<file path="config.mk">
export PLATFORM = sky130hd
export DESIGN_NAME = mc_ctrl_fsm
export DESIGN_NICKNAME = d
export VERILOG_FILES = /design/src/rtl/mips_ctrl_pkg.sv /design/src/rtl/alu_op_dec.sv /design/src/rtl/mc_ctrl_fsm.sv
export SDC_FILE = /design/constraint.sdc
export NUM_CORES = 1
export LEC_CHECK = 0
export CORE_MARGIN = 2
export CORE_UTILIZATION = 53
export DETAILED_ROUTE_END_ITERATION = 8
export HOLD_SLACK_MARGIN = 0.12
export PLACE_DENSITY = 0.89
export SYNTH_ARGS = -nofsm -noshare
export SYNTH_HDL_FRONTEND = slang
export SYNTH_SLANG_ARGS = --single-unit
</file>
<file path="constraint.sdc">
create_clock -name clk -period 3.5 [get_ports clk]
set_input_delay 0.525 -clock clk [delete_from_list [all_inputs] [get_ports clk]]
set_output_delay 0.525 -clock clk [all_outputs]
set_load 0.03 [all_outputs]
</file>
<file path="src/rtl/mips_ctrl_pkg.sv">
// Shared definitions for the multi-cycle MIPS control path: opcode/funct
// constants, ALU operation codes, sequencer states, datapath select codes
// and the bundle of per-cycle control outputs.
package mips_ctrl_pkg;

  // Opcodes (IR[31:26])
  localparam logic [5:0] OP_RTYPE = 6'h00;
  localparam logic [5:0] OP_J     = 6'h02;
  localparam logic [5:0] OP_JAL   = 6'h03;
  localparam logic [5:0] OP_BEQ   = 6'h04;
  localparam logic [5:0] OP_BNE   = 6'h05;
  localparam logic [5:0] OP_ADDI  = 6'h08;
  localparam logic [5:0] OP_ADDIU = 6'h09;
  localparam logic [5:0] OP_SLTI  = 6'h0A;
  localparam logic [5:0] OP_ANDI  = 6'h0C;
  localparam logic [5:0] OP_ORI   = 6'h0D;
  localparam logic [5:0] OP_LW    = 6'h23;
  localparam logic [5:0] OP_SW    = 6'h2B;

  // R-type funct codes (IR[5:0])
  localparam logic [5:0] F_SLL  = 6'h00;
  localparam logic [5:0] F_SRL  = 6'h02;
  localparam logic [5:0] F_SRA  = 6'h03;
  localparam logic [5:0] F_JR   = 6'h08;
  localparam logic [5:0] F_JALR = 6'h09;
  localparam logic [5:0] F_ADD  = 6'h20;
  localparam logic [5:0] F_ADDU = 6'h21;
  localparam logic [5:0] F_SUB  = 6'h22;
  localparam logic [5:0] F_SUBU = 6'h23;
  localparam logic [5:0] F_AND  = 6'h24;
  localparam logic [5:0] F_OR   = 6'h25;
  localparam logic [5:0] F_XOR  = 6'h26;
  localparam logic [5:0] F_NOR  = 6'h27;
  localparam logic [5:0] F_SLT  = 6'h2A;

  // ALU operations
  localparam logic [3:0] ALU_AND  = 4'b0000;
  localparam logic [3:0] ALU_OR   = 4'b0001;
  localparam logic [3:0] ALU_ADDU = 4'b0010;
  localparam logic [3:0] ALU_XOR  = 4'b0011;
  localparam logic [3:0] ALU_NOR  = 4'b0100;
  localparam logic [3:0] ALU_SUBU = 4'b0110;
  localparam logic [3:0] ALU_SLT  = 4'b0111;
  localparam logic [3:0] ALU_SLL  = 4'b1000;
  localparam logic [3:0] ALU_SRL  = 4'b1001;
  localparam logic [3:0] ALU_SRA  = 4'b1010;
  localparam logic [3:0] ALU_ADD  = 4'b1011;
  localparam logic [3:0] ALU_SUB  = 4'b1110;
  localparam logic [3:0] ALU_INV  = 4'b1111;

  // Datapath select encodings
  localparam logic [1:0] PCSRC_ALU    = 2'b00;
  localparam logic [1:0] PCSRC_ALUOUT = 2'b01;
  localparam logic [1:0] PCSRC_JUMP   = 2'b10;
  localparam logic [1:0] PCSRC_REGA   = 2'b11;

  localparam logic [1:0] SRCB_REGB = 2'b00;
  localparam logic [1:0] SRCB_4    = 2'b01;
  localparam logic [1:0] SRCB_BR   = 2'b10;
  localparam logic [1:0] SRCB_IMM  = 2'b11;

  localparam logic [1:0] DST_RT  = 2'b00;
  localparam logic [1:0] DST_RD  = 2'b01;
  localparam logic [1:0] DST_R31 = 2'b10;

  localparam logic [1:0] WD_MEM = 2'b00;
  localparam logic [1:0] WD_ALU = 2'b01;
  localparam logic [1:0] WD_PC  = 2'b10;

  typedef enum logic [3:0] {
    S_FETCH, S_DECODE, S_MEM_ADDR, S_MEM_RD, S_LW_WB, S_MEM_WR, S_EXEC_R,
    S_R_WB, S_EXEC_I, S_I_WB, S_BRANCH, S_JUMP, S_JREG, S_TRAP
  } state_t;

  // Everything the sequencer drives combinationally in a cycle.
  typedef struct packed {
    logic       mem_req;
    logic       mem_we;
    logic       mem_addr_sel;
    logic       ir_wren;
    logic       pc_wren;
    logic [1:0] pc_src;
    logic       alu_srca_sel;
    logic [1:0] alu_srcb_sel;
    logic       imm_zext;
    logic [3:0] alu_op;
    logic       reg_file_wren;
    logic [1:0] reg_dst_sel;
    logic [1:0] reg_wdata_sel;
  } ctrl_t;

endpackage

</file>
<file path="src/rtl/alu_op_dec.sv">
// ALU operation decoder: (opcode, funct) -> alu_op plus a legal flag.
// legal is set only for ALU-computing instructions: R-type arithmetic/logic/
// shift functs and the I-type ADDI/ADDIU/SLTI/ANDI/ORI. Everything else
// (including jumps, branches, loads/stores) reports alu_op=invalid, legal=0.
//   op, funct : instruction fields
//   alu_op    : ALU operation code
//   legal     : instruction is a recognised ALU operation
module alu_op_dec
  import mips_ctrl_pkg::*;
(
  input  logic [5:0] op,
  input  logic [5:0] funct,
  output logic [3:0] alu_op,
  output logic       legal
);

  always_comb begin
    alu_op = ALU_INV;
    legal  = 1'b1;
    if (op == OP_RTYPE) begin
      case (funct)
        F_ADD:   alu_op = ALU_ADD;
        F_ADDU:  alu_op = ALU_ADDU;
        F_SUB:   alu_op = ALU_SUB;
        F_SUBU:  alu_op = ALU_SUBU;
        F_AND:   alu_op = ALU_AND;
        F_OR:    alu_op = ALU_OR;
        F_XOR:   alu_op = ALU_XOR;
        F_NOR:   alu_op = ALU_NOR;
        F_SLT:   alu_op = ALU_SLT;
        F_SLL:   alu_op = ALU_SLL;
        F_SRL:   alu_op = ALU_SRL;
        F_SRA:   alu_op = ALU_SRA;
        default: legal  = 1'b0;
      endcase
    end else begin
      case (op)
        OP_ADDI:  alu_op = ALU_ADD;
        OP_ADDIU: alu_op = ALU_ADDU;
        OP_SLTI:  alu_op = ALU_SLT;
        OP_ANDI:  alu_op = ALU_AND;
        OP_ORI:   alu_op = ALU_OR;
        default:  legal  = 1'b0;
      endcase
    end
  end

endmodule

</file>
<file path="src/rtl/mc_ctrl_fsm.sv">
// Multi-cycle MIPS control sequencer. Steps one instruction at a time through
// FETCH/DECODE/EXEC/MEM/WB sharing one memory port and one ALU; all datapath
// controls are decoded combinationally from the registered state, the IR
// opcode/funct, mem_ready and alu_zf. Counts retired instructions and traps
// (sticky) on unrecognised instructions.
//   clk, rst            : clock, synchronous active-high reset
//   instr_op/funct      : IR fields
//   alu_zf, mem_ready   : ALU zero flag, memory acknowledge
//   mem_*               : memory request / write / address source
//   ir_wren, pc_*       : IR load, PC load and next-PC source
//   alu_*, imm_zext     : ALU operand sources, operation, immediate extension
//   reg_*               : register-file write enable, destination, data source
//   illegal_instr       : sticky trap flag
//   retired_cnt         : completed-instruction count (wraps)
module mc_ctrl_fsm
  import mips_ctrl_pkg::*;
#(
  parameter state_t RESET_STATE = S_FETCH,
  parameter int     CNT_W       = 32
) (
  input  logic             clk,
  input  logic             rst,
  input  logic [5:0]       instr_op,
  input  logic [5:0]       instr_funct,
  input  logic             alu_zf,
  input  logic             mem_ready,
  output logic             mem_req,
  output logic             mem_we,
  output logic             mem_addr_sel,
  output logic             ir_wren,
  output logic             pc_wren,
  output logic [1:0]       pc_src,
  output logic             alu_srca_sel,
  output logic [1:0]       alu_srcb_sel,
  output logic             imm_zext,
  output logic [3:0]       alu_op,
  output logic             reg_file_wren,
  output logic [1:0]       reg_dst_sel,
  output logic [1:0]       reg_wdata_sel,
  output logic             illegal_instr,
  output logic [CNT_W-1:0] retired_cnt
);

  state_t     state, nxt;
  ctrl_t      c, co;
  logic [3:0] dec_op;
  logic       dec_legal;
  logic       is_r, br_take;

  alu_op_dec u_dec (
    .op     (instr_op),
    .funct  (instr_funct),
    .alu_op (dec_op),
    .legal  (dec_legal)
  );

  assign is_r    = (instr_op == OP_RTYPE);
  assign br_take = ((instr_op == OP_BEQ) &&  alu_zf) ||
                   ((instr_op == OP_BNE) && !alu_zf);

  always_comb begin
    c   = '0;
    nxt = state;
    case (state)
      S_FETCH: begin
        c.mem_req      = 1'b1;
        c.alu_srcb_sel = SRCB_4;
        c.alu_op       = ALU_ADDU;
        c.pc_src       = PCSRC_ALU;
        if (mem_ready) begin
          c.ir_wren = 1'b1;
          c.pc_wren = 1'b1;
          nxt       = S_DECODE;
        end
      end
      S_DECODE: begin
        // Speculatively form the branch target into ALUOut.
        c.alu_srcb_sel = SRCB_BR;
        c.alu_op       = ALU_ADDU;
        if (instr_op == OP_J || instr_op == OP_JAL)
          nxt = S_JUMP;
        else if (is_r && (instr_funct == F_JR || instr_funct == F_JALR))
          nxt = S_JREG;
        else if (instr_op == OP_LW || instr_op == OP_SW)
          nxt = S_MEM_ADDR;
        else if (dec_legal)
          nxt = is_r ? S_EXEC_R : S_EXEC_I;
        else if (instr_op == OP_BEQ || instr_op == OP_BNE)
          nxt = S_BRANCH;
        else
          nxt = S_TRAP;
      end
      S_MEM_ADDR: begin
        c.alu_srca_sel = 1'b1;
        c.alu_srcb_sel = SRCB_IMM;
        c.alu_op       = ALU_ADD;
        nxt            = (instr_op == OP_LW) ? S_MEM_RD : S_MEM_WR;
      end
      S_MEM_RD: begin
        c.mem_req      = 1'b1;
        c.mem_addr_sel = 1'b1;
        if (mem_ready) nxt = S_LW_WB;
      end
      S_LW_WB: begin
        c.reg_file_wren = 1'b1;
        c.reg_dst_sel   = DST_RT;
        c.reg_wdata_sel = WD_MEM;
        nxt             = S_FETCH;
      end
      S_MEM_WR: begin
        c.mem_req      = 1'b1;
        c.mem_we       = 1'b1;
        c.mem_addr_sel = 1'b1;
        if (mem_ready) nxt = S_FETCH;
      end
      S_EXEC_R: begin
        c.alu_srca_sel = 1'b1;
        c.alu_srcb_sel = SRCB_REGB;
        c.alu_op       = dec_op;
        nxt            = S_R_WB;
      end
      S_R_WB: begin
        c.reg_file_wren = 1'b1;
        c.reg_dst_sel   = DST_RD;
        c.reg_wdata_sel = WD_ALU;
        nxt             = S_FETCH;
      end
      S_EXEC_I: begin
        c.alu_srca_sel = 1'b1;
        c.alu_srcb_sel = SRCB_IMM;
        c.imm_zext     = (instr_op == OP_ANDI) || (instr_op == OP_ORI);
        c.alu_op       = dec_op;
        nxt            = S_I_WB;
      end
      S_I_WB: begin
        c.reg_file_wren = 1'b1;
        c.reg_dst_sel   = DST_RT;
        c.reg_wdata_sel = WD_ALU;
        nxt             = S_FETCH;
      end
      S_BRANCH: begin
        c.alu_srca_sel = 1'b1;
        c.alu_srcb_sel = SRCB_REGB;
        c.alu_op       = ALU_SUB;
        c.pc_wren      = br_take;
        c.pc_src       = br_take ? PCSRC_ALUOUT : PCSRC_ALU;
        nxt            = S_FETCH;
      end
      S_JUMP: begin
        c.pc_wren = 1'b1;
        c.pc_src  = PCSRC_JUMP;
        if (instr_op == OP_JAL) begin
          c.reg_file_wren = 1'b1;
          c.reg_dst_sel   = DST_R31;
          c.reg_wdata_sel = WD_PC;
        end
        nxt = S_FETCH;
      end
      S_JREG: begin
        c.pc_wren = 1'b1;
        c.pc_src  = PCSRC_REGA;
        if (instr_funct == F_JALR) begin
          c.reg_file_wren = 1'b1;
          c.reg_dst_sel   = DST_RD;
          c.reg_wdata_sel = WD_PC;
        end
        nxt = S_FETCH;
      end
      S_TRAP:  nxt = S_TRAP;
      default: nxt = S_FETCH;
    endcase
  end

  // Reset kills any in-flight request in the same cycle it is asserted.
  assign co = rst ? '0 : c;

  assign mem_req       = co.mem_req;
  assign mem_we        = co.mem_we;
  assign mem_addr_sel  = co.mem_addr_sel;
  assign ir_wren       = co.ir_wren;
  assign pc_wren       = co.pc_wren;
  assign pc_src        = co.pc_src;
  assign alu_srca_sel  = co.alu_srca_sel;
  assign alu_srcb_sel  = co.alu_srcb_sel;
  assign imm_zext      = co.imm_zext;
  assign alu_op        = co.alu_op;
  assign reg_file_wren = co.reg_file_wren;
  assign reg_dst_sel   = co.reg_dst_sel;
  assign reg_wdata_sel = co.reg_wdata_sel;

  always_ff @(posedge clk) begin
    if (rst) begin
      state         <= RESET_STATE;
      retired_cnt   <= '0;
      illegal_instr <= 1'b0;
    end else begin
      state <= nxt;
      // FETCH->FETCH is a memory wait, not a completion.
      if (nxt == S_FETCH && state != S_FETCH)
        retired_cnt <= retired_cnt + CNT_W'(1);
      if (nxt == S_TRAP)
        illegal_instr <= 1'b1;
    end
  end

endmodule

</file>
==> impl_table.tex, run 1 <==
\begin{tabular}{lr}
\hline
Metric & Value \\
\hline
\multicolumn{2}{l}{\textbf{Run status}} \\
Outcome & finished clean \\
\multicolumn{2}{l}{\textbf{Clocking}} \\
Maximum level of the CTS H-tree & 2 \\
Clock insertion delay at the later pin of the skew report & 300 ps \\
CTS clock-pin slew for the worst setup and hold paths & 80 ps \\
CTS Buf Count & 5 \\
Maximum number of buffers from clock root to sink & 2 \\
Number of sinks handled by clock tree synthesis & 37 \\
Root buffer cell & clkbuf\_8 \\
Clock tree from TritonCTS & done \\
Post-CTS Setup Bufs & 0 \\
\multicolumn{2}{l}{\textbf{Yosys}} \\
Cell count after synthesis & 372 \\
Synth Register Bits & 37 \\
Largest area contributor in the netlist & dfxtp\_1 \\
Mean cell area of the mapped netlist & 7.252 sq um \\
Fraction of the yosys area taken by sequential cells & 27.46\% \\
Fraction of the mapped netlist area in compound gates & 25.14\% \\
Basic-gate share of the synthesized area counting and, or, nand and nor cells & 38.27\% \\
Most numerous cell types in the synthesized netlist & a21oi\_1, dfxtp\_1, or3\_1 \\
Proportion of synthesized flip-flops having asynchronous set or reset & 0\% \\
Most frequent cell after synthesis & a21oi\_1 \\
Largest family of logic cells by synthesized area & simple AND/OR/NAND/NOR gates \\
Share of synthesized cell area in full adder, half adder and majority cells & 0.8349\% \\
Fraction of synthesized area in multiplexers & 0.7421\% \\
Primary flip-flop cell chosen by synthesis mapping & dfxtp\_1 \\
Count of distinct cell types in the synthesized netlist & 57 \\
Number of enable-type register cells in the synthesized netlist & 0 \\
Post-synth top area share & 27.46\% \\
Synthesized Nets & 389 \\
Post-Synth XOR/XNOR Area & 1.948\% \\
Leading post-synthesis cells by cell area & dfxtp\_1, a21oi\_1, or3\_1, o21ai\_0, nand3\_1 \\
Cell area after synthesis & 2698 sq um \\
Yosys warning count & 0 \\
\multicolumn{2}{l}{\textbf{Global route}} \\
Total overflow reported by the global router & 0 \\
Number of antenna violations at the first check in global routing & 0 \\
Global-route usage over all layers & 27.71\% \\
Number of global-route vias before repair & 2777 \\
Pin count of the biggest net entering global routing & 51 \\
First-pass GRT wire length & 12310 um \\
\multicolumn{2}{l}{\textbf{Floorplanning}} \\
Core Rows & 25 \\
Effective utilization at floorplan & 56.00\% \\
Width of the die & 75.34 um \\
Io pins & 69 \\
Die height & 75.34 um \\
Die Outline Area & 5676 sq um \\
Area of the core & 4817 sq um \\
\multicolumn{2}{l}{\textbf{Final layout}} \\
Area grow syn2layout & 32.75\% \\
N\_diodes & 0 \\
Post-route cell area & 3581 sq um \\
Fin nets & 455 \\
Layout Cells excl Fill & 506 \\
Ratio of cells with drive above 1 in the final layout & 10.48\% \\
\multicolumn{2}{l}{\textbf{Detailed routing}} \\
DR vias/cell & 6.219 \\
Detailed-router iteration count before antenna repair & 5 \\
Overall via count from detail\_route & 3147 \\
Wire per inst & 15.39 um \\
Number of routed nets with antenna violations & 0 \\
Starting DRT DRC Count & 205 \\
DRC viols & 0 \\
WL final & 7785 um \\
\multicolumn{2}{l}{\textbf{Critical path}} \\
Reg2Reg Capture Point & retired\_cnt[21]\$\_SDFFE\_PP0P\_ \\
Cells on worst reg2reg path & 8 \\
Kind of start point of the critical path & input port \\
R2R setup slack & 580 ps \\
Highest net fanout along the worst path & 8 \\
Data arrival time at the worst-slack endpoint & 2850 ps \\
Critical register-to-register path startpoint & state[2]\$\_SDFF\_PP0\_ \\
Classification of the worst setup path & input port to output pin \\
CP Capture Type & output pin \\
CP required & 2970 ps \\
\multicolumn{2}{l}{\textbf{Placement}} \\
Worst slack, placed & -95.83 ps \\
Placer Congestion & 1.007 \\
Final HPWL from detailed placement & 5764 um \\
Port bufs & 68 \\
Area after DPL & 3478 sq um \\
Placed cell count & 498 \\
\multicolumn{2}{l}{\textbf{STA}} \\
Maximum clock skew at final layout & 13.47 ps \\
Crit path time final & 3373 ps \\
Sum of negative setup slack & 0 ps \\
Endpoints failing hold & 0 \\
Count of final setup violators & 0 \\
Post-route worst setup slack & 127.0 ps \\
Worst Tran Pin Value & 703.1 ps \\
Max-slew headroom & 52.47\% \\
Highest Clock Rate & 0.2965 GHz \\
Setup repair after global routing missed its margin & no \\
Final Max Tran Viols & 0 \\
Share of the clock period used by the worst path after layout & 96.37\% \\
\multicolumn{2}{l}{\textbf{Hold path}} \\
Start point of the worst hold path & retired\_cnt[25]\$\_SDFFE\_PP0P\_ \\
Hold path cells & 2 \\
Worst Hold Endpoint & retired\_cnt[25]\$\_SDFFE\_PP0P\_ \\
Worst min path class & flop to flop \\
\multicolumn{2}{l}{\textbf{Run}} \\
Max Cap Viol & 0 \\
\multicolumn{2}{l}{\textbf{Pwr}} \\
Leakage dissipation & 0.001257 uW \\
Worst supply voltage drop on vdd & 0.2267 mV \\
Areal power density over the cells & 371.1 nW/um\^{}2 \\
\hline
\end{tabular}
[cell type report]
type	instances	area, sq um
clock buffer	6	82.58
clock inverter	2	13.76
fill	408	1236
inverter	6	22.52
multi-input combinational	299	1812
sequential	37	740.7
tap	67	83.83
timing repair buffer	89	825.8
[placed cells by master, fill, tap and decap left out, types with 3 or more instances in the layout]
| master | n |
|---|---|
| or4_1 | 8 |
| buf_4 | 30 |
| o31ai_1 | 12 |
| nand4_1 | 7 |
| or3_1 | 27 |
| nand2b_1 | 9 |
| nor3_1 | 9 |
| clkdlybuf4s50_1 | 55 |
| xor2_1 | 5 |
| nand2_1 | 23 |
| nand3_1 | 18 |
| a21oi_1 | 40 |
| nor2b_1 | 11 |
| o21ai_1 | 13 |
| and4_1 | 3 |
| and2_1 | 6 |
| and3_1 | 14 |
| o21a_1 | 4 |
| o21ai_0 | 20 |
| a32oi_1 | 3 |
| clkbuf_8 | 6 |
| nor2_1 | 24 |
| nor4_1 | 4 |
| dfxtp_1 | 37 |
| inv_1 | 6 |
[worst max path at each step]
stage	start	to	slack (ps)
after floorplan	state[2]$_SDFF_PP0_	alu_srcb_sel[0]	550
after global placement	instr_op[1]	alu_op[1]	-60
after detailed placement	instr_op[1]	alu_op[0]	-100
after CTS	instr_op[1]	alu_op[2]	50
after global routing	state[3]$_SDFF_PP0_	reg_file_wren	30
final	instr_op[1]	reg_file_wren	130
[flip-flops by register name (all words and copies together), names as in the netlist]
name and flops:
illegal_instr 1, retired_cnt 32, state 4
[critical path: stages]
cell	delay, ps
clkdlybuf4s50_1	480
buf_4	150
or3b_1	420
nor2_1	100
and4_1	220
or2_2	140
a311o_1	130
clkdlybuf4s50_1	680
[what timing repair did]
item	in CTS	in global routing
resized for setup	2	2
endpoints found under the hold margin	0	0
setup endpoints to repair	2	1
hold buffers	0	0
[power by group]
group / internal (uW) / switching (uW) / leakage, uW / total, uW
clock network: 160 / 157 / 0.0000512 / 317
registers: 438 / 33.6 / 0.000299 / 471
logic: 210 / 331 / 0.000907 / 541
[kinds of logic (layout without fill, tap and decap cells)]
| family | after synthesis | in the layout |
|---|---|---|
| AOI/OAI and AO/OA | 111 | 111 |
| xor gates and xnor gates | 6 | 6 |
| adders and majority gates | 2 | 2 |
| buffers and inverters | 36 | 103 |
| DFF | 37 | 37 |
| muxes | 2 | 2 |
| and+or+nand+nor | 178 | 178 |
[per-stage QoR]
stage                     util, %  power (uW)  hold slack, ps
after global routing        74.34        1403           522.1
after floorplan                 -       841.4           595.4
after CTS                   74.16        1327           501.2
after global placement      72.21        1007           474.3
after detailed placement    72.21        1017           473.6
final                       74.34        1329           501.7
[layer usage]
| metal | track usage [%] | wire length, um | vias to the layer above |
|---|---|---|---|
| met5 | 0 | 0 | - |
| met4 | 8.967 | 106 | 0 |
| met3 | 4.630 | 466 | 9 |
| met2 | 48.02 | 3934 | 119 |
| met1 | 35.07 | 3277 | 1486 |
| li1 | - | - | 1533 |
(Power assumes the default switching activity.)
==> run 2, diff against run 1 <==
--- a/config.mk
+++ b/config.mk
@@ -5,11 +5,14 @@
 export SDC_FILE = /design/constraint.sdc
 export NUM_CORES = 1
 export LEC_CHECK = 0
+export ABC_AREA = 1
+export ABC_CLOCK_PERIOD_IN_PS = 3500
+export CORE_ASPECT_RATIO = 1.2
 export CORE_MARGIN = 2
-export CORE_UTILIZATION = 53
+export CORE_UTILIZATION = 55
 export DETAILED_ROUTE_END_ITERATION = 8
 export HOLD_SLACK_MARGIN = 0.12
-export PLACE_DENSITY = 0.89
+export PLACE_DENSITY = 0.9
 export SYNTH_ARGS = -nofsm -noshare
 export SYNTH_HDL_FRONTEND = slang
 export SYNTH_SLANG_ARGS = --single-unit
==> impl_table.tex, run 2 <==
\begin{tabular}{lr}
\hline
Metric & Value \\
\hline
\multicolumn{2}{l}{\textbf{Pwr}} \\
Leakage dissipation & 0.001494 uW (+19\%) \\
Worst supply voltage drop on vdd & 0.5036 mV (+120\%) \\
Areal power density over the cells & 445.3 nW/um\^{}2 (+20\%) \\
\multicolumn{2}{l}{\textbf{Clocking}} \\
Maximum number of buffers from clock root to sink & 2 (unchanged) \\
Number of sinks handled by clock tree synthesis & 37 (unchanged) \\
Number of resized instances in the post-cts repair step & 0 (-2) \\
CTS clock-pin slew for the worst setup and hold paths & 70 ps (about the same) \\
Maximum level of the CTS H-tree & 2 (unchanged) \\
Clock insertion delay at the later pin of the skew report & 290 ps (about the same) \\
Post-CTS Setup Bufs & 0 (unchanged) \\
CTS Buf Count & 5 (unchanged) \\
Count of hold buffers inserted by post-cts repair & 0 (unchanged) \\
Clock tree from TritonCTS & done \\
Root buffer cell & clkbuf\_8 \\
\multicolumn{2}{l}{\textbf{Yosys}} \\
Fraction of the yosys area taken by sequential cells & 24.78\% (-2.7 points) \\
Count of distinct cell types in the synthesized netlist & 34 (-40\%) \\
Synthesized Nets & 501 (+29\%) \\
Most frequent cell after synthesis & nand2\_1 \\
Post-synth top area share & 24.78\% (-2.7 points) \\
Yosys warning count & 0 (unchanged) \\
Number of enable-type register cells in the synthesized netlist & 0 (unchanged) \\
Most numerous cell types in the synthesized netlist & nand2\_1, nor2\_1, nand4\_1 \\
Primary flip-flop cell chosen by synthesis mapping & dfxtp\_1 \\
Synth Register Bits & 37 (unchanged) \\
Cell area after synthesis & 2989 sq um (+11\%) \\
Leading post-synthesis cells by cell area & dfxtp\_1, nand2\_1, nand4\_1, nor2\_1, a21oi\_1 \\
Cell count after synthesis & 484 (+30\%) \\
Proportion of synthesized flip-flops having asynchronous set or reset & 0\% (unchanged) \\
Mean cell area of the mapped netlist & 6.176 sq um (-15\%) \\
Largest area contributor in the netlist & dfxtp\_1 \\
\multicolumn{2}{l}{\textbf{Critical path}} \\
Data arrival time at the worst-slack endpoint & 2750 ps (-100 ps) \\
Kind of start point of the critical path & input port \\
Highest net fanout along the worst path & 4 (-4) \\
Cells on worst reg2reg path & 11 (+3) \\
Worst-path cell with the longest stage delay & clkdlybuf4s50\_1 \\
Maximum cell stage delay along the critical path & 710 ps (+30 ps) \\
Ordered list of cells on the worst path & clkdlybuf4s50\_1 -> inv\_1 -> nor2\_1 -> nand3\_1 -> o21ai\_0 -> nor2\_1 -> o211ai\_1 -> nand3\_1 -> a21oi\_1 -> clkdlybuf4s50\_1 \\
R2R setup slack & 1280 ps (+700 ps) \\
Classification of the worst setup path & input port to output pin \\
Reg2Reg Capture Point & retired\_cnt[1]\$\_SDFFE\_PP0P\_ \\
CP required & 2970 ps (about the same) \\
CP Capture Type & output pin \\
Critical register-to-register path startpoint & state[3]\$\_SDFF\_PP0\_ \\
\multicolumn{2}{l}{\textbf{STA}} \\
Post-route worst setup slack & 224.2 ps (+97.22 ps) \\
Maximum clock skew at final layout & 5.860 ps (-7.612 ps) \\
Sum of negative setup slack & 0 ps (unchanged) \\
Count of final setup violators & 0 (unchanged) \\
Share of the clock period used by the worst path after layout & 93.59\% (-2.8 points) \\
Setup repair after global routing missed its margin & no \\
Crit path time final & 3276 ps (-97.22 ps) \\
Highest Clock Rate & 0.3053 GHz (+3.0\%) \\
Worst Tran Pin Value & 597.6 ps (-105.5 ps) \\
Endpoints failing hold & 0 (unchanged) \\
Final Max Tran Viols & 0 (unchanged) \\
Max-slew headroom & 60.11\% (+7.6 points) \\
\multicolumn{2}{l}{\textbf{Final layout}} \\
Register name with the most flops & retired\_cnt \\
Layout Cells excl Fill & 608 (+20\%) \\
Final core area utilization & 71.49\% (-2.9 points) \\
N\_diodes & 0 (unchanged) \\
Largest registers ranked by flip-flop count & retired\_cnt (32), state (4), illegal\_instr (1) \\
Fin nets & 563 (+24\%) \\
Area grow syn2layout & 25.83\% \\
Most common cell after layout, fill and taps aside & nand2\_1 \\
Number of flip-flops in the largest register & 32 (unchanged) \\
Top library cells by usage in the layout, fill and taps aside & nand2\_1, clkdlybuf4s50\_1, nor2\_1 \\
Ratio of cells with drive above 1 in the final layout & 6.044\% (-4.4 points) \\
\multicolumn{2}{l}{\textbf{Hold path}} \\
Hold path cells & 2 (unchanged) \\
Start point of the worst hold path & retired\_cnt[31]\$\_SDFFE\_PP0P\_ \\
Worst min path class & flop to flop \\
Worst Hold Endpoint & retired\_cnt[31]\$\_SDFFE\_PP0P\_ \\
\multicolumn{2}{l}{\textbf{Detailed routing}} \\
Overall via count from detail\_route & 3579 (+14\%) \\
DRC viols & 0 (unchanged) \\
DR vias/cell & 5.887 (-5.4\%) \\
WL final & 9228 um (+19\%) \\
Detailed-router iteration count before antenna repair & 5 (unchanged) \\
Number of routed nets with antenna violations & 0 (unchanged) \\
Wire per inst & 15.18 um (-1.4\%) \\
Starting DRT DRC Count & 269 (+31\%) \\
\multicolumn{2}{l}{\textbf{Placement}} \\
Placed cell count & 601 (+21\%) \\
Final HPWL from detailed placement & 7121 um (+24\%) \\
Worst slack, placed & 290.5 ps (+386.3 ps) \\
Port bufs & 68 (unchanged) \\
Placer Congestion & 1.056 (+4.9\%) \\
\multicolumn{2}{l}{\textbf{Floorplanning}} \\
Io pins & 69 (unchanged) \\
Area of the core & 5261 sq um (+9.2\%) \\
Die Outline Area & 6043 sq um (+6.5\%) \\
Die height & 84.76 um (+12\%) \\
Width of the die & 71.30 um (-5.4\%) \\
Core Rows & 29 (+16\%) \\
Effective utilization at floorplan & 56.81\% (+0.81 points) \\
\multicolumn{2}{l}{\textbf{Global route}} \\
Global route hottest layer & met2 \\
First-pass GRT wire length & 15440 um (+25\%) \\
Total overflow reported by the global router & 0 (unchanged) \\
Number of antenna violations at the first check in global routing & 0 (unchanged) \\
GR Layer Usage met1 & 34.56\% (-0.51 points) \\
GRT met3 Usage & 4.802\% (+0.17 points) \\
Pin count of the biggest net entering global routing & 34 (-33\%) \\
Met2 track demand over resource in global routing & 56.06\% (+8.0 points) \\
Global-route usage over all layers & 31.54\% (+3.8 points) \\
Number of global-route vias before repair & 3462 (+25\%) \\
\multicolumn{2}{l}{\textbf{Run status}} \\
Outcome & finished clean \\
\multicolumn{2}{l}{\textbf{Run}} \\
Max Cap Viol & 0 (unchanged) \\
\hline
\end{tabular}
[run 2: cell count changes after synthesis, sizes merged, moves of 12 or more]
cell,before,now
xor2,5,22
o31ai,12,0
o21ai,34,8
inv,6,55
and3,14,0
nor2,24,62
or3,29,0
nand2,23,123
clkbuf,20,5
nand4,8,49
[run 2: final cells by class]
class                   count  area, sq um
multi-input cells         373         1928
fillers                   473         1500
flip-flops and latches     37        740.7
repair buffers             73        718.2
inverters                  56        210.2
clock buffers               7        86.33
well taps                  62        77.57
[run 2: cell families after synthesis]
family | count (synthesis) | share of synthesized area (%)
multiplexers | 1 | 0.3349
flip-flops | 37 | 24.78
buffers and inverters | 74 | 10.72
adder cells (fa/ha/maj) | 1 | 0.4185
XOR/XNOR | 27 | 7.911
AND/OR/NAND/NOR | 282 | 44.04
AO/OA/AOI/OAI | 62 | 11.80
[run 2: worst max-delay path: cells and delay by family]
| kind | cells | cell delay, ps |
|---|---|---|
| compound gates | 3 | 390 |
| buf+inv | 3 | 1260 |
| simple gates | 4 | 580 |
[run 2: worst max-delay path by stage]
stage | from | endpoint | slack (ps)
3_3_place_gp | instr_funct[3] | alu_op[1] | 340
2_1_floorplan | state[2]$_SDFF_PP0_ | reg_file_wren | 1090
5_1_grt | state[0]$_SDFF_PP0_ | reg_dst_sel[0] | 50
6_report | instr_funct[3] | alu_op[0] | 220
3_5_place_dp | instr_funct[3] | alu_op[0] | 290
4_1_cts | instr_funct[3] | alu_op[1] | 270
[run 2: metrics by stage]
| stage | hold WS (ps) | power, uW | area [sq um] |
|---|---|---|---|
| finish | 489.1 | 1675 | 3761 |
| global route | 521.7 | 1764 | 3761 |
| detailed placement | 486.0 | 1368 | 3675 |
| CTS | 495.1 | 1667 | 3761 |
| global placement | 482.2 | 1355 | 3675 |
| floorplan | 576.0 | 1177 | 2989 |
[run 2: power by group]
group | leakage [uW] | switching [uW] | total (uW) | internal [uW]
logic | 0.00115 | 649 | 896 | 247
registers | 0.000299 | 32.9 | 477 | 444
clock network | 0.0000443 | 146 | 302 | 156
total | 0.00149 | 828 | 1670 | 847
[run 2: metal layers]
layer  share of wire [%]  up-vias  routed length, um
met4                 5.0        0                459
met2                  52      190               4771
met3                 6.4       36                589
met5                   0        -                  0
met1                  37     1597               3408
li1                    -     1756                  -
==> run 3, diff against run 2 <==
--- a/config.mk
+++ b/config.mk
@@ -8,7 +8,6 @@
 export ABC_AREA = 1
 export ABC_CLOCK_PERIOD_IN_PS = 3500
 export CORE_ASPECT_RATIO = 1.2
-export CORE_MARGIN = 2
 export CORE_UTILIZATION = 55
 export DETAILED_ROUTE_END_ITERATION = 8
 export HOLD_SLACK_MARGIN = 0.12
==> impl_table.tex, run 3 (synthesized netlist as in run 2, its figures left out) <==
\begin{tabular}{lr}
\hline
Metric & Value \\
\hline
\multicolumn{2}{l}{\textbf{Run status}} \\
Outcome & finished clean \\
\multicolumn{2}{l}{\textbf{Critical path}} \\
Cells on worst reg2reg path & 11 (unchanged) \\
CP Capture Type & output pin \\
Reg2Reg Capture Point & retired\_cnt[31]\$\_SDFFE\_PP0P\_ \\
Critical register-to-register path startpoint & state[3]\$\_SDFF\_PP0\_ \\
R2R setup slack & 1230 ps (-50 ps) \\
Classification of the worst setup path & input port to output pin \\
Kind of start point of the critical path & input port \\
Timing endpoint of the critical path & alu\_op[0] \\
Worst setup path startpoint & instr\_funct[5] \\
Highest net fanout along the worst path & 5 (+1) \\
Data arrival time at the worst-slack endpoint & 2730 ps (-20 ps) \\
CP required & 2970 ps (about the same) \\
\multicolumn{2}{l}{\textbf{Placement}} \\
Placer Congestion & 1.010 (-4.4\%) \\
Area after DPL & 3682 sq um (+0.20\%) \\
Final HPWL from detailed placement & 7228 um (+1.5\%) \\
Port bufs & 68 (unchanged) \\
\multicolumn{2}{l}{\textbf{Global route}} \\
Global-route usage over all layers & 31.97\% (+0.44 points) \\
Total overflow reported by the global router & 0 (unchanged) \\
First-pass GRT wire length & 14480 um (-6.2\%) \\
Number of antenna violations at the first check in global routing & 0 (unchanged) \\
Number of global-route vias before repair & 3128 (-9.6\%) \\
Pin count of the biggest net entering global routing & 34 (unchanged) \\
\multicolumn{2}{l}{\textbf{Clocking}} \\
Clock tree from TritonCTS & done \\
Clock insertion delay at the later pin of the skew report & 290 ps (about the same) \\
CTS Buf Count & 5 (unchanged) \\
Number of sinks handled by clock tree synthesis & 37 (unchanged) \\
Maximum level of the CTS H-tree & 2 (unchanged) \\
Post-CTS Setup Bufs & 0 (unchanged) \\
Number of resized instances in the post-cts repair step & 0 (unchanged) \\
Count of hold buffers inserted by post-cts repair & 0 (unchanged) \\
Root buffer cell & clkbuf\_8 \\
CTS clock-pin slew for the worst setup and hold paths & 80 ps (about the same) \\
Maximum number of buffers from clock root to sink & 2 (unchanged) \\
\multicolumn{2}{l}{\textbf{Detailed routing}} \\
DRC viols & 0 (unchanged) \\
Starting DRT DRC Count & 281 (+4.5\%) \\
Overall via count from detail\_route & 3588 (+0.25\%) \\
Wire per inst & 15.55 um (+2.5\%) \\
DR vias/cell & 5.882 (about the same) \\
Detailed-router iteration count before antenna repair & 6 (+1) \\
WL final & 9486 um (+2.8\%) \\
Number of routed nets with antenna violations & 0 (unchanged) \\
\multicolumn{2}{l}{\textbf{Final layout}} \\
Register name with the most flops & retired\_cnt \\
Largest registers ranked by flip-flop count & retired\_cnt (32), state (4), illegal\_instr (1) \\
Ratio of cells with drive above 1 in the final layout & 6.569\% (+0.53 points) \\
Top library cells by usage in the layout, fill and taps aside & nand2\_1, clkdlybuf4s50\_1, nor2\_1 \\
Post-route cell area & 3784 sq um (+0.60\%) \\
Fin nets & 564 (+0.18\%) \\
N\_diodes & 0 (unchanged) \\
Area grow syn2layout & 26.58\% \\
Most common cell after layout, fill and taps aside & nand2\_1 \\
Number of flip-flops in the largest register & 32 (unchanged) \\
Layout filler cell count & 463 (-2.1\%) \\
\multicolumn{2}{l}{\textbf{STA}} \\
Final Max Tran Viols & 0 (unchanged) \\
Endpoints failing hold & 0 (unchanged) \\
Share of the clock period used by the worst path after layout & 92.96\% (-0.64 points) \\
Highest Clock Rate & 0.3074 GHz (+0.69\%) \\
Maximum clock skew at final layout & 5.209 ps (-0.6513 ps) \\
Sum of negative setup slack & 0 ps (unchanged) \\
Count of final setup violators & 0 (unchanged) \\
Max-slew headroom & 55.66\% (-4.5 points) \\
Worst Tran Pin Value & 664.3 ps (+66.72 ps) \\
Crit path time final & 3253 ps (-22.35 ps) \\
Setup repair after global routing missed its margin & no \\
\multicolumn{2}{l}{\textbf{Floorplanning}} \\
Area of the core & 5261 sq um (unchanged) \\
Effective utilization at floorplan & 56.81\% (unchanged) \\
Die height & 82.76 um (-2.4\%) \\
Io pins & 69 (unchanged) \\
Width of the die & 69.30 um (-2.8\%) \\
Core Rows & 29 (unchanged) \\
Die Outline Area & 5735 sq um (-5.1\%) \\
\multicolumn{2}{l}{\textbf{Run}} \\
Max Cap Viol & 0 (unchanged) \\
\multicolumn{2}{l}{\textbf{Pwr}} \\
Worst supply voltage drop on vdd & 0.5663 mV (+12\%) \\
Leakage dissipation & 0.001509 uW (+0.99\%) \\
Areal power density over the cells & 451.7 nW/um\^{}2 (+1.4\%) \\
\multicolumn{2}{l}{\textbf{Hold path}} \\
Worst min path class & flop to flop \\
\hline
\end{tabular}
run 3: changes by cell type in the layout (fill, tap and decap cells not counted):
cell	previous run	this run
clkinv_2	0	1
buf_4	5	6
clkbuf_8	6	7
clkbuf_1	1	0
run 3: cell type report:
type / instances / area [sq um] / share of cell area, %
Clock buffer: 7 / 96.34 / 2.546
Clock inverter: 1 / 5.005 / 0.1323
Inverter: 56 / 210.2 / 5.556
Multi-Input combinational cell: 373 / 1928 / 50.96
Sequential cell: 37 / 740.7 / 19.58
Tap cell: 62 / 77.57 / 2.050
Timing Repair Buffer: 74 / 725.7 / 19.18
run 3: where the power goes:
part           switching (uW)  internal (uW)
sequential               33.8            444
combinational             650            247
clock                     156            178
total                     840            869
run 3: metrics by stage:
step	setup slack [ps]	util (%)	cells	hold slack [ps]	total power, uW
after global placement	397.0	69.99	602	481.8	1357
after detailed placement	332.5	69.99	602	506.1	1370
after global routing	64.17	71.91	610	526.1	1803
after CTS	262.1	71.91	610	516.7	1705
final	246.6	71.91	610	516.3	1709
after floorplan	1090	-	484	576.0	1177
run 3: worst max-delay path: stages:
cell and delay [ps]:
clkdlybuf4s50_1 470, inv_1 50, nor2_2 190, nand3_1 140
o21ai_0 210, nor2_1 90, o211ai_1 110, nand3_1 100
a21oi_1 150, clkdlybuf4s50_1 690
run 3: worst min-delay path by stage:
stage                                  from                      endpoint  slack (ps)  cells past startpoint
5_1_grt          illegal_instr$_SDFFE_PP0N_    illegal_instr$_SDFFE_PP0N_         530                      2
2_1_floorplan    illegal_instr$_SDFFE_PP0N_    illegal_instr$_SDFFE_PP0N_         580                      2
3_3_place_gp   retired_cnt[31]$_SDFFE_PP0P_  retired_cnt[31]$_SDFFE_PP0P_         480                      2
4_1_cts          illegal_instr$_SDFFE_PP0N_    illegal_instr$_SDFFE_PP0N_         520                      2
3_5_place_dp     illegal_instr$_SDFFE_PP0N_    illegal_instr$_SDFFE_PP0N_         510                      2
6_report         illegal_instr$_SDFFE_PP0N_    illegal_instr$_SDFFE_PP0N_         520                      2
run 3: per-layer routing:
layer / track usage, % / routed length [um] / vias to the layer above
met4: 19.39 / 423 / 0
met3: 4.005 / 441 / 35
met2: 60.29 / 4833 / 165
met5: 0 / 0 / -
met1: 34.53 / 3787 / 1631
li1: - / - / 1757
